`src/rtl/blit_engine.sv`:
```
// blit_engine: screen copy, tile copy (optionally mirrored) or solid fill into a clipped destination frame.
// Latency: read issued with rd_en, pixel presented one cycle later; finished pulses N+2 cycles after go.
// Backpressure: none; one pixel per RUN cycle, go is ignored until the engine is back in IDLE.
module blit_engine #(
  parameter int SCREEN_W = 320,
  parameter int SCREEN_H = 240,
  parameter int TILE_W = 16,
  parameter int TILE_H = 16,
  parameter int SHEET_TILES_X = 4,
  parameter int CB = 6,
  parameter logic [CB-1:0] TRANSPARENT = 6'b001100,
  parameter int XW = 9,
  parameter int YW = 8,
  parameter int TSW = 4,
  parameter int AW = 17
) (
  input  logic           clk,
  input  logic           reset_n,
  input  logic           go,
  input  logic [1:0]     mode,
  input  logic [XW-1:0]  x,
  input  logic [YW-1:0]  y,
  input  logic [TSW-1:0] tile_select,
  input  logic           flip_x,
  input  logic [CB-1:0]  fill_colour,
  output logic [AW-1:0]  rd_addr,
  output logic           rd_en,
  input  logic [CB-1:0]  rd_data,
  output logic [XW-1:0]  x_out,
  output logic [YW-1:0]  y_out,
  output logic [CB-1:0]  colour,
  output logic           write_en,
  output logic           busy,
  output logic           finished
);

  localparam int SHEET_W = TILE_W * SHEET_TILES_X;

  typedef enum logic [1:0] {IDLE, RUN, DRAIN, DONE} state_t;

  state_t         state;
  logic [1:0]     mode_l;
  logic [XW-1:0]  x_l;
  logic [YW-1:0]  y_l;
  logic [TSW-1:0] ts_l;
  logic           fx_l;
  logic [CB-1:0]  fill_l;
  logic [XW-1:0]  cx, ncx, w_m1;
  logic [YW-1:0]  cy, ncy, h_m1;
  logic           last, issue;
  logic [XW:0]    sum_x;
  logic [YW:0]    sum_y;
  logic           p_vld, p_inb, p_fill;

  // Source address of a region pixel; screen copy is linear, tile copy indexes into the sheet.
  function automatic logic [AW-1:0] addr_of(input logic [1:0] m, input logic [TSW-1:0] ts,
                                            input logic fx, input logic [XW-1:0] px,
                                            input logic [YW-1:0] py);
    logic [31:0] a, sx, tr, tc;
    tr = 32'(ts) / SHEET_TILES_X;
    tc = 32'(ts) % SHEET_TILES_X;
    sx = fx ? (TILE_W - 1 - 32'(px)) : 32'(px);
    if (m == 2'b00) a = 32'(py) * SCREEN_W + 32'(px);
    else            a = (tr * TILE_H + 32'(py)) * SHEET_W + tc * TILE_W + sx;
    return AW'(a);
  endfunction

  // Region bounds for the latched mode and the next raster position (cx runs fastest).
  always_comb begin
    w_m1 = (mode_l == 2'b00) ? XW'(SCREEN_W - 1) : XW'(TILE_W - 1);
    h_m1 = (mode_l == 2'b00) ? YW'(SCREEN_H - 1) : YW'(TILE_H - 1);
    last = (cx == w_m1) && (cy == h_m1);
    if (cx == w_m1) begin
      ncx = '0;
      ncy = cy + YW'(1);
    end else begin
      ncx = cx + XW'(1);
      ncy = cy;
    end
  end

  // A pixel is issued every RUN cycle except for the reserved (empty) mode.
  assign issue = (state == RUN) && (mode_l != 2'b11);
  assign sum_x = {1'b0, x_l} + {1'b0, cx};
  assign sum_y = {1'b0, y_l} + {1'b0, cy};

  // Control FSM: latches the request, walks the region and drives the registered read port.
  always_ff @(posedge clk or negedge reset_n) begin
    if (!reset_n) begin
      state    <= IDLE;
      mode_l   <= '0;
      x_l      <= '0;
      y_l      <= '0;
      ts_l     <= '0;
      fx_l     <= 1'b0;
      fill_l   <= '0;
      cx       <= '0;
      cy       <= '0;
      rd_en    <= 1'b0;
      rd_addr  <= '0;
      busy     <= 1'b0;
      finished <= 1'b0;
    end else begin
      case (state)
        IDLE: begin
          if (go) begin
            state   <= RUN;
            busy    <= 1'b1;
            mode_l  <= mode;
            x_l     <= x;
            y_l     <= y;
            ts_l    <= tile_select;
            fx_l    <= flip_x;
            fill_l  <= fill_colour;
            cx      <= '0;
            cy      <= '0;
            rd_en   <= ~mode[1];
            rd_addr <= mode[1] ? '0 : addr_of(mode, tile_select, flip_x, XW'(0), YW'(0));
          end
        end
        RUN: begin
          if (mode_l == 2'b11 || last) begin
            state   <= DRAIN;
            rd_en   <= 1'b0;
            rd_addr <= '0;
            cx      <= '0;
            cy      <= '0;
          end else begin
            cx      <= ncx;
            cy      <= ncy;
            rd_addr <= mode_l[1] ? '0 : addr_of(mode_l, ts_l, fx_l, ncx, ncy);
          end
        end
        DRAIN: begin
          state    <= DONE;
          finished <= 1'b1;
        end
        DONE: begin
          state    <= IDLE;
          finished <= 1'b0;
          busy     <= 1'b0;
        end
        default: state <= IDLE;
      endcase
    end
  end

  // Write stage: captures destination coordinates and clip result of the pixel issued this cycle.
  always_ff @(posedge clk or negedge reset_n) begin
    if (!reset_n) begin
      p_vld  <= 1'b0;
      p_inb  <= 1'b0;
      p_fill <= 1'b0;
      x_out  <= '0;
      y_out  <= '0;
    end else begin
      p_vld <= issue;
      if (issue) begin
        x_out  <= sum_x[XW-1:0];
        y_out  <= sum_y[YW-1:0];
        p_inb  <= (sum_x < (XW+1)'(SCREEN_W)) && (sum_y < (YW+1)'(SCREEN_H));
        p_fill <= (mode_l == 2'b10);
      end
    end
  end

  // Colour arrives with the read data; the colour key only applies to copied pixels.
  always_comb begin
    colour   = '0;
    write_en = 1'b0;
    if (p_vld) begin
      colour   = p_fill ? fill_l : rd_data;
      write_en = p_inb && (p_fill || colour != TRANSPARENT);
    end
  end

endmodule

```
`config.mk`:
```
export PLATFORM = sky130hd
export DESIGN_NAME = blit_engine
export DESIGN_NICKNAME = d
export VERILOG_FILES = /design/src/rtl/blit_engine.sv
export SDC_FILE = /design/constraint.sdc
export NUM_CORES = 1
export LEC_CHECK = 0
export CAP_MARGIN = 0
export CELL_PAD_IN_SITES_DETAIL_PLACEMENT = 1
export CELL_PAD_IN_SITES_GLOBAL_PLACEMENT = 1
export CORE_ASPECT_RATIO = 0.9
export CORE_UTILIZATION = 29
export CTS_BUF_LIST = sky130_fd_sc_hd__clkbuf_8 sky130_fd_sc_hd__clkbuf_16
export DETAILED_ROUTE_END_ITERATION = 10
export GPL_TIMING_DRIVEN = 0
export PLACE_DENSITY_LB_ADDON = 0.1
export SLEW_MARGIN = 10
export SYNTH_ARGS = -nofsm -noshare
export SYNTH_HDL_FRONTEND = slang
export SYNTH_SLANG_ARGS = --single-unit
```
`constraint.sdc`:
```
create_clock -name clk -period 5.06 [get_ports clk]
set_input_delay 1.265 -clock clk [delete_from_list [all_inputs] [get_ports clk]]
set_output_delay 1.265 -clock clk [all_outputs]
set_load 0.02 [all_outputs]
```
==> impl_metrics.prom <==
# TYPE chip_impl_metric gauge
chip_impl_metric{name="gp_congestion",unit=""} 0.780
chip_impl_metric{name="ir_drop",unit="uV"} 175
chip_impl_metric{name="critical_path.max_fanout",unit=""} 8
chip_impl_metric{name="design.final.nets",unit=""} 844
chip_impl_metric{name="finalPower",unit="uW"} 3570
chip_impl_info{name="yosys_top_cell_by_area",value="sky130_fd_sc_hd__dfrtp_1"} 1
chip_impl_metric{name="die_area",unit="um2"} 21700
chip_impl_metric{name="power_density",unit="nW/um2"} 464
chip_impl_info{name="worstSetupStartpoint",value="cx[0]$_DFFE_PN0P_"} 1
chip_impl_metric{name="maxSlewHeadroom",unit="%"} 34.3
chip_impl_metric{name="track_usage",unit="%"} 17.9
chip_impl_metric{name="worst-r2r-setup-slack",unit="ns"} 0.35
chip_impl_metric{name="avgRoutedWirePerCell",unit="um"} 17.6
chip_impl_metric{name="antenna_found_initial",unit=""} 0
chip_impl_metric{name="synthesis.nets",unit=""} 749
chip_impl_metric{name="routed_wirelength",unit="um"} 18300
chip_impl_metric{name="num_antenna_cells",unit=""} 0
chip_impl_metric{name="clk_pin_slew",unit="ns"} 0.07
chip_impl_metric{name="max_slew.worst_pin.slew",unit="ns"} 0.986
chip_impl_metric{name="final.setup_skew",unit="ns"} 0.0142
chip_impl_metric{name="post-route-min-period",unit="ns"} 4.71
chip_impl_info{name="clock-root-buffer",value="sky130_fd_sc_hd__clkbuf_16"} 1
chip_impl_metric{name="clock_latency",unit="ns"} 0.36
chip_impl_metric{name="cts_max_path_buffers",unit=""} 2
chip_impl_info{name="synth-main-ff-cell",value="sky130_fd_sc_hd__dfrtp_1"} 1
chip_impl_metric{name="fin_crit_share",unit="%"} 93.1
chip_impl_metric{name="initial_core_util",unit="%"} 29.5
chip_impl_info{name="critical_path.endpoint_type",value="flop"} 1
chip_impl_metric{name="syn_avg_cell_area",unit="um2"} 9.34
chip_impl_metric{name="post-synth-top-area-fraction",unit="%"} 36.3
chip_impl_metric{name="cts.sink_count",unit=""} 89
chip_impl_metric{name="cts_repair_resize_count",unit=""} 0
chip_impl_info{name="gr-max-usage-layer",value="met2"} 1
chip_impl_metric{name="max_clock_freq",unit="MHz"} 212
chip_impl_info{name="worst_setup_path_start_kind",value="flop"} 1
chip_impl_metric{name="cts_post_setup_buffers_inserted",unit=""} 0
chip_impl_metric{name="dr.pass1.iters",unit=""} 4
chip_impl_metric{name="grtUsageMet3",unit="%"} 3.34
chip_impl_metric{name="setup_viol",unit=""} 0
chip_impl_metric{name="vias_in_the_first_global_route",unit=""} 5458
chip_impl_metric{name="global_route_track_usage_on_met1",unit="%"} 24.7
chip_impl_metric{name="reg2reg_depth",unit=""} 18
chip_impl_metric{name="hold_viol",unit=""} 0
chip_impl_metric{name="slew_violations",unit=""} 0
chip_impl_info{name="endpoint",value="rd_addr[16]$_DFFE_PN0P_"} 1
chip_impl_info{name="worst_r2r_startpoint",value="cx[0]$_DFFE_PN0P_"} 1
chip_impl_metric{name="ios",unit=""} 83
chip_impl_metric{name="htreeDepth",unit=""} 3
chip_impl_metric{name="synth.yosys.seq_area_share",unit="%"} 36.3
chip_impl_info{name="r2r-end",value="rd_addr[16]$_DFFE_PN0P_"} 1
chip_impl_metric{name="buffer_ports.inserted",unit=""} 82
chip_impl_metric{name="synth.cell_area",unit="um2"} 6130
chip_impl_metric{name="groute.layer.met2.usage",unit="%"} 29.4
chip_impl_metric{name="place.detailed.hpwl",unit="um"} 14200
chip_impl_info{name="critical_path_class",value="reg2reg"} 1
chip_impl_metric{name="ant_nets",unit=""} 0
chip_impl_info{name="outcome",value="finished clean"} 1
chip_impl_metric{name="yosysWarningCount",unit=""} 0
chip_impl_metric{name="drv.max_cap_violation_count",unit=""} 0
chip_impl_metric{name="cts.hold.buffers_added",unit=""} 0
chip_impl_metric{name="die_w",unit="um"} 155
chip_impl_info{name="post_synth_main_area_contributors",value="sky130_fd_sc_hd__dfrtp_1 (36%), sky130_fd_sc_hd__ha_1 (10%), sky130_fd_sc_hd__mux2_2 (5.5%)"} 1
chip_impl_metric{name="route.detailed.drc",unit=""} 0
chip_impl_metric{name="overall_via_count_from_detail_route",unit=""} 5051
chip_impl_info{name="hold_path.class",value="reg2reg"} 1
chip_impl_metric{name="initialDrtViolationCount",unit=""} 195
chip_impl_metric{name="layout-drive-gt1-share",unit="%"} 10.4
chip_impl_metric{name="route.detailed.vias_per_inst",unit=""} 4.85
chip_impl_metric{name="critPathRequiredTime",unit="ns"} 5.30
chip_impl_metric{name="post_synth_num_cell_types",unit=""} 63
chip_impl_metric{name="synth-edff-count",unit=""} 0
chip_impl_metric{name="timing.critical_path.arrival",unit="ns"} 4.95
chip_impl_metric{name="power_leakage",unit="uW"} 0.00335
chip_impl_metric{name="first_pass_grt_wire_length",unit="um"} 30000
chip_impl_metric{name="synth_async_sr_flop_share",unit="%"} 100
chip_impl_metric{name="placement_rows",unit=""} 50
chip_impl_metric{name="numCtsBuffers",unit=""} 9
chip_impl_metric{name="layout-area-overhead-vs-synth",unit="%"} 25.5
chip_impl_info{name="cts_tree",value="yes"} 1
chip_impl_info{name="unrepaired_setup_endpoints_after_global_routing",value="false"} 1
chip_impl_metric{name="layout.core_utilization",unit="%"} 37.0
chip_impl_metric{name="grt_overflow",unit=""} 0
chip_impl_metric{name="synth_seq_cells",unit=""} 89
chip_impl_metric{name="core",unit="um2"} 20800
chip_impl_metric{name="die_height",unit="um"} 140
chip_impl_metric{name="pin_count_of_the_biggest_net_entering_global_routing",unit=""} 56
chip_impl_metric{name="post_synth_inst_count",unit=""} 656
==> synth_stat cells, types with 3 or more instances <==
master	n
sky130_fd_sc_hd__a31oi_1	4
sky130_fd_sc_hd__o21a_1	4
sky130_fd_sc_hd__a22oi_1	4
sky130_fd_sc_hd__nand2_1	78
sky130_fd_sc_hd__nor3_1	14
sky130_fd_sc_hd__a21oi_1	37
sky130_fd_sc_hd__dfrtp_1	89
sky130_fd_sc_hd__o21ai_1	12
sky130_fd_sc_hd__o21ai_0	41
sky130_fd_sc_hd__mux2_2	30
sky130_fd_sc_hd__nand3_1	15
sky130_fd_sc_hd__nor4_1	3
sky130_fd_sc_hd__nor4b_1	3
sky130_fd_sc_hd__inv_1	31
sky130_fd_sc_hd__nor3_2	3
sky130_fd_sc_hd__o211ai_1	4
sky130_fd_sc_hd__nor2_1	42
sky130_fd_sc_hd__mux2i_1	9
sky130_fd_sc_hd__xnor2_1	36
sky130_fd_sc_hd__clkbuf_1	14
sky130_fd_sc_hd__nor2b_1	16
sky130_fd_sc_hd__fa_1	5
sky130_fd_sc_hd__nand2b_1	12
sky130_fd_sc_hd__o41ai_1	4
sky130_fd_sc_hd__o31ai_1	17
sky130_fd_sc_hd__ha_1	49
sky130_fd_sc_hd__buf_2	7
sky130_fd_sc_hd__a32oi_1	3
sky130_fd_sc_hd__buf_1	3
sky130_fd_sc_hd__xor2_1	18
sky130_fd_sc_hd__a21o_1	10
==> placed cells by master (no fill, tap or decap), types with 4 or more instances in the layout <==
master / instances
sky130_fd_sc_hd__dfrtp_1: 89
sky130_fd_sc_hd__clkdlybuf4s50_1: 81
sky130_fd_sc_hd__nand2_1: 78
sky130_fd_sc_hd__ha_1: 49
sky130_fd_sc_hd__nor2_1: 42
sky130_fd_sc_hd__o21ai_0: 41
sky130_fd_sc_hd__xnor2_1: 36
sky130_fd_sc_hd__a21oi_1: 36
sky130_fd_sc_hd__inv_1: 31
sky130_fd_sc_hd__mux2_2: 30
sky130_fd_sc_hd__xor2_1: 18
sky130_fd_sc_hd__o31ai_1: 17
sky130_fd_sc_hd__nor2b_1: 16
sky130_fd_sc_hd__nand3_1: 15
sky130_fd_sc_hd__clkbuf_1: 14
sky130_fd_sc_hd__nor3_1: 14
sky130_fd_sc_hd__nand2b_1: 12
sky130_fd_sc_hd__o21ai_1: 12
sky130_fd_sc_hd__a21o_1: 10
sky130_fd_sc_hd__mux2i_1: 9
sky130_fd_sc_hd__clkbuf_16: 9
sky130_fd_sc_hd__buf_2: 7
sky130_fd_sc_hd__fa_1: 5
sky130_fd_sc_hd__o21a_1: 4
sky130_fd_sc_hd__a31oi_1: 4
sky130_fd_sc_hd__a22oi_1: 4
sky130_fd_sc_hd__o211ai_1: 4
sky130_fd_sc_hd__o41ai_1: 4
==> routing by layer <==
metal / part of all wire (%) / wire [um]
met2: 47 / 8630
met4: 0.68 / 125
met1: 50 / 9110
met3: 2.6 / 468
met5: 0 / 0
==> how the worst min path moves through the flow <==
stage | startpoint | endpoint | slack (ns) | cells after the start
after floorplan | p_inb$_DFFE_PN0P_ | p_inb$_DFFE_PN0P_ | 0.44 | 2
after global placement | x_out[5]$_DFFE_PN0P_ | x_out[5]$_DFFE_PN0P_ | 0.47 | 2
after detailed placement | y_out[4]$_DFFE_PN0P_ | y_out[4]$_DFFE_PN0P_ | 0.47 | 2
after CTS | y_out[4]$_DFFE_PN0P_ | y_out[4]$_DFFE_PN0P_ | 0.49 | 2
after global routing | y_out[5]$_DFFE_PN0P_ | y_out[5]$_DFFE_PN0P_ | 0.51 | 2
final | y_out[3]$_DFFE_PN0P_ | y_out[3]$_DFFE_PN0P_ | 0.48 | 2
==> logic make-up after synthesis <==
| kind of cell | after synthesis | synth area share, % |
|---|---|---|
| compound gates | 156 | 16.4 |
| flops | 89 | 36.3 |
| simple gates | 204 | 16.1 |
| fa+ha+maj | 54 | 11.6 |
| mux | 39 | 6.98 |
| xor+xnor | 57 | 8.70 |
| buf+inv | 57 | 3.82 |
==> report_power, final <==
group	switching [uW]	leakage, uW	internal [uW]
clock network	317	0.000162	454
registers	188	0.00114	964
logic	954	0.00206	689
total	1460	0.00335	2110
==> sequential cells by signal, summed over array words and instances (netlist names), 2 cells and up <==
register	count
state	2
fill_l	6
x_out	9
x_l	9
y_out	8
cx	9
cy	8
y_l	8
rd_addr	17
ts_l	4
mode_l	2
==> per-stage QoR <==
stage                     setup WS (ns)  hold slack, ns  TNS [ns]  cell area [um2]  std cells
after floorplan                   0.981           0.444         0             6130        656
after global placement           -0.915           0.471    -80.64             7310       1024
after detailed placement          0.162           0.475         0             7340       1026
after CTS                         0.137           0.491         0             7680       1042
after global routing             0.0297           0.512         0             7690       1042
final                             0.352           0.485         0             7690       1042
==> critical path: stages, from the launching register on <==
cell and delay (ns):
sky130_fd_sc_hd__dfrtp_1 0.53, sky130_fd_sc_hd__ha_1 0.32, sky130_fd_sc_hd__nand3_1 0.25, sky130_fd_sc_hd__nor2_4 0.25
sky130_fd_sc_hd__nand2_1 0.24, sky130_fd_sc_hd__nor2_1 0.19, sky130_fd_sc_hd__xnor2_1 0.26, sky130_fd_sc_hd__inv_1 0.15
sky130_fd_sc_hd__ha_1 0.32, sky130_fd_sc_hd__ha_1 0.24, sky130_fd_sc_hd__fa_1 0.41, sky130_fd_sc_hd__a21o_1 0.18
sky130_fd_sc_hd__a21o_1 0.19, sky130_fd_sc_hd__a21o_1 0.17, sky130_fd_sc_hd__a21oi_1 0.19, sky130_fd_sc_hd__xnor2_1 0.12
sky130_fd_sc_hd__o32ai_1 0.32, sky130_fd_sc_hd__a32oi_1 0.14, sky130_fd_sc_hd__o31ai_1 0.12
==> final cells by class <==
| class | count | area, um2 |
|---|---|---|
| timing repair buffer | 84 | 853 |
| fill | 2403 | 13100 |
| multi-input combinational | 510 | 3680 |
| sequential | 89 | 2230 |
| clock inverter | 6 | 96.3 |
| tap | 286 | 358 |
| clock buffer | 10 | 239 |
| inverter | 31 | 116 |
| buffer | 26 | 118 |
Note: power is estimated with default switching activity, not from simulation.
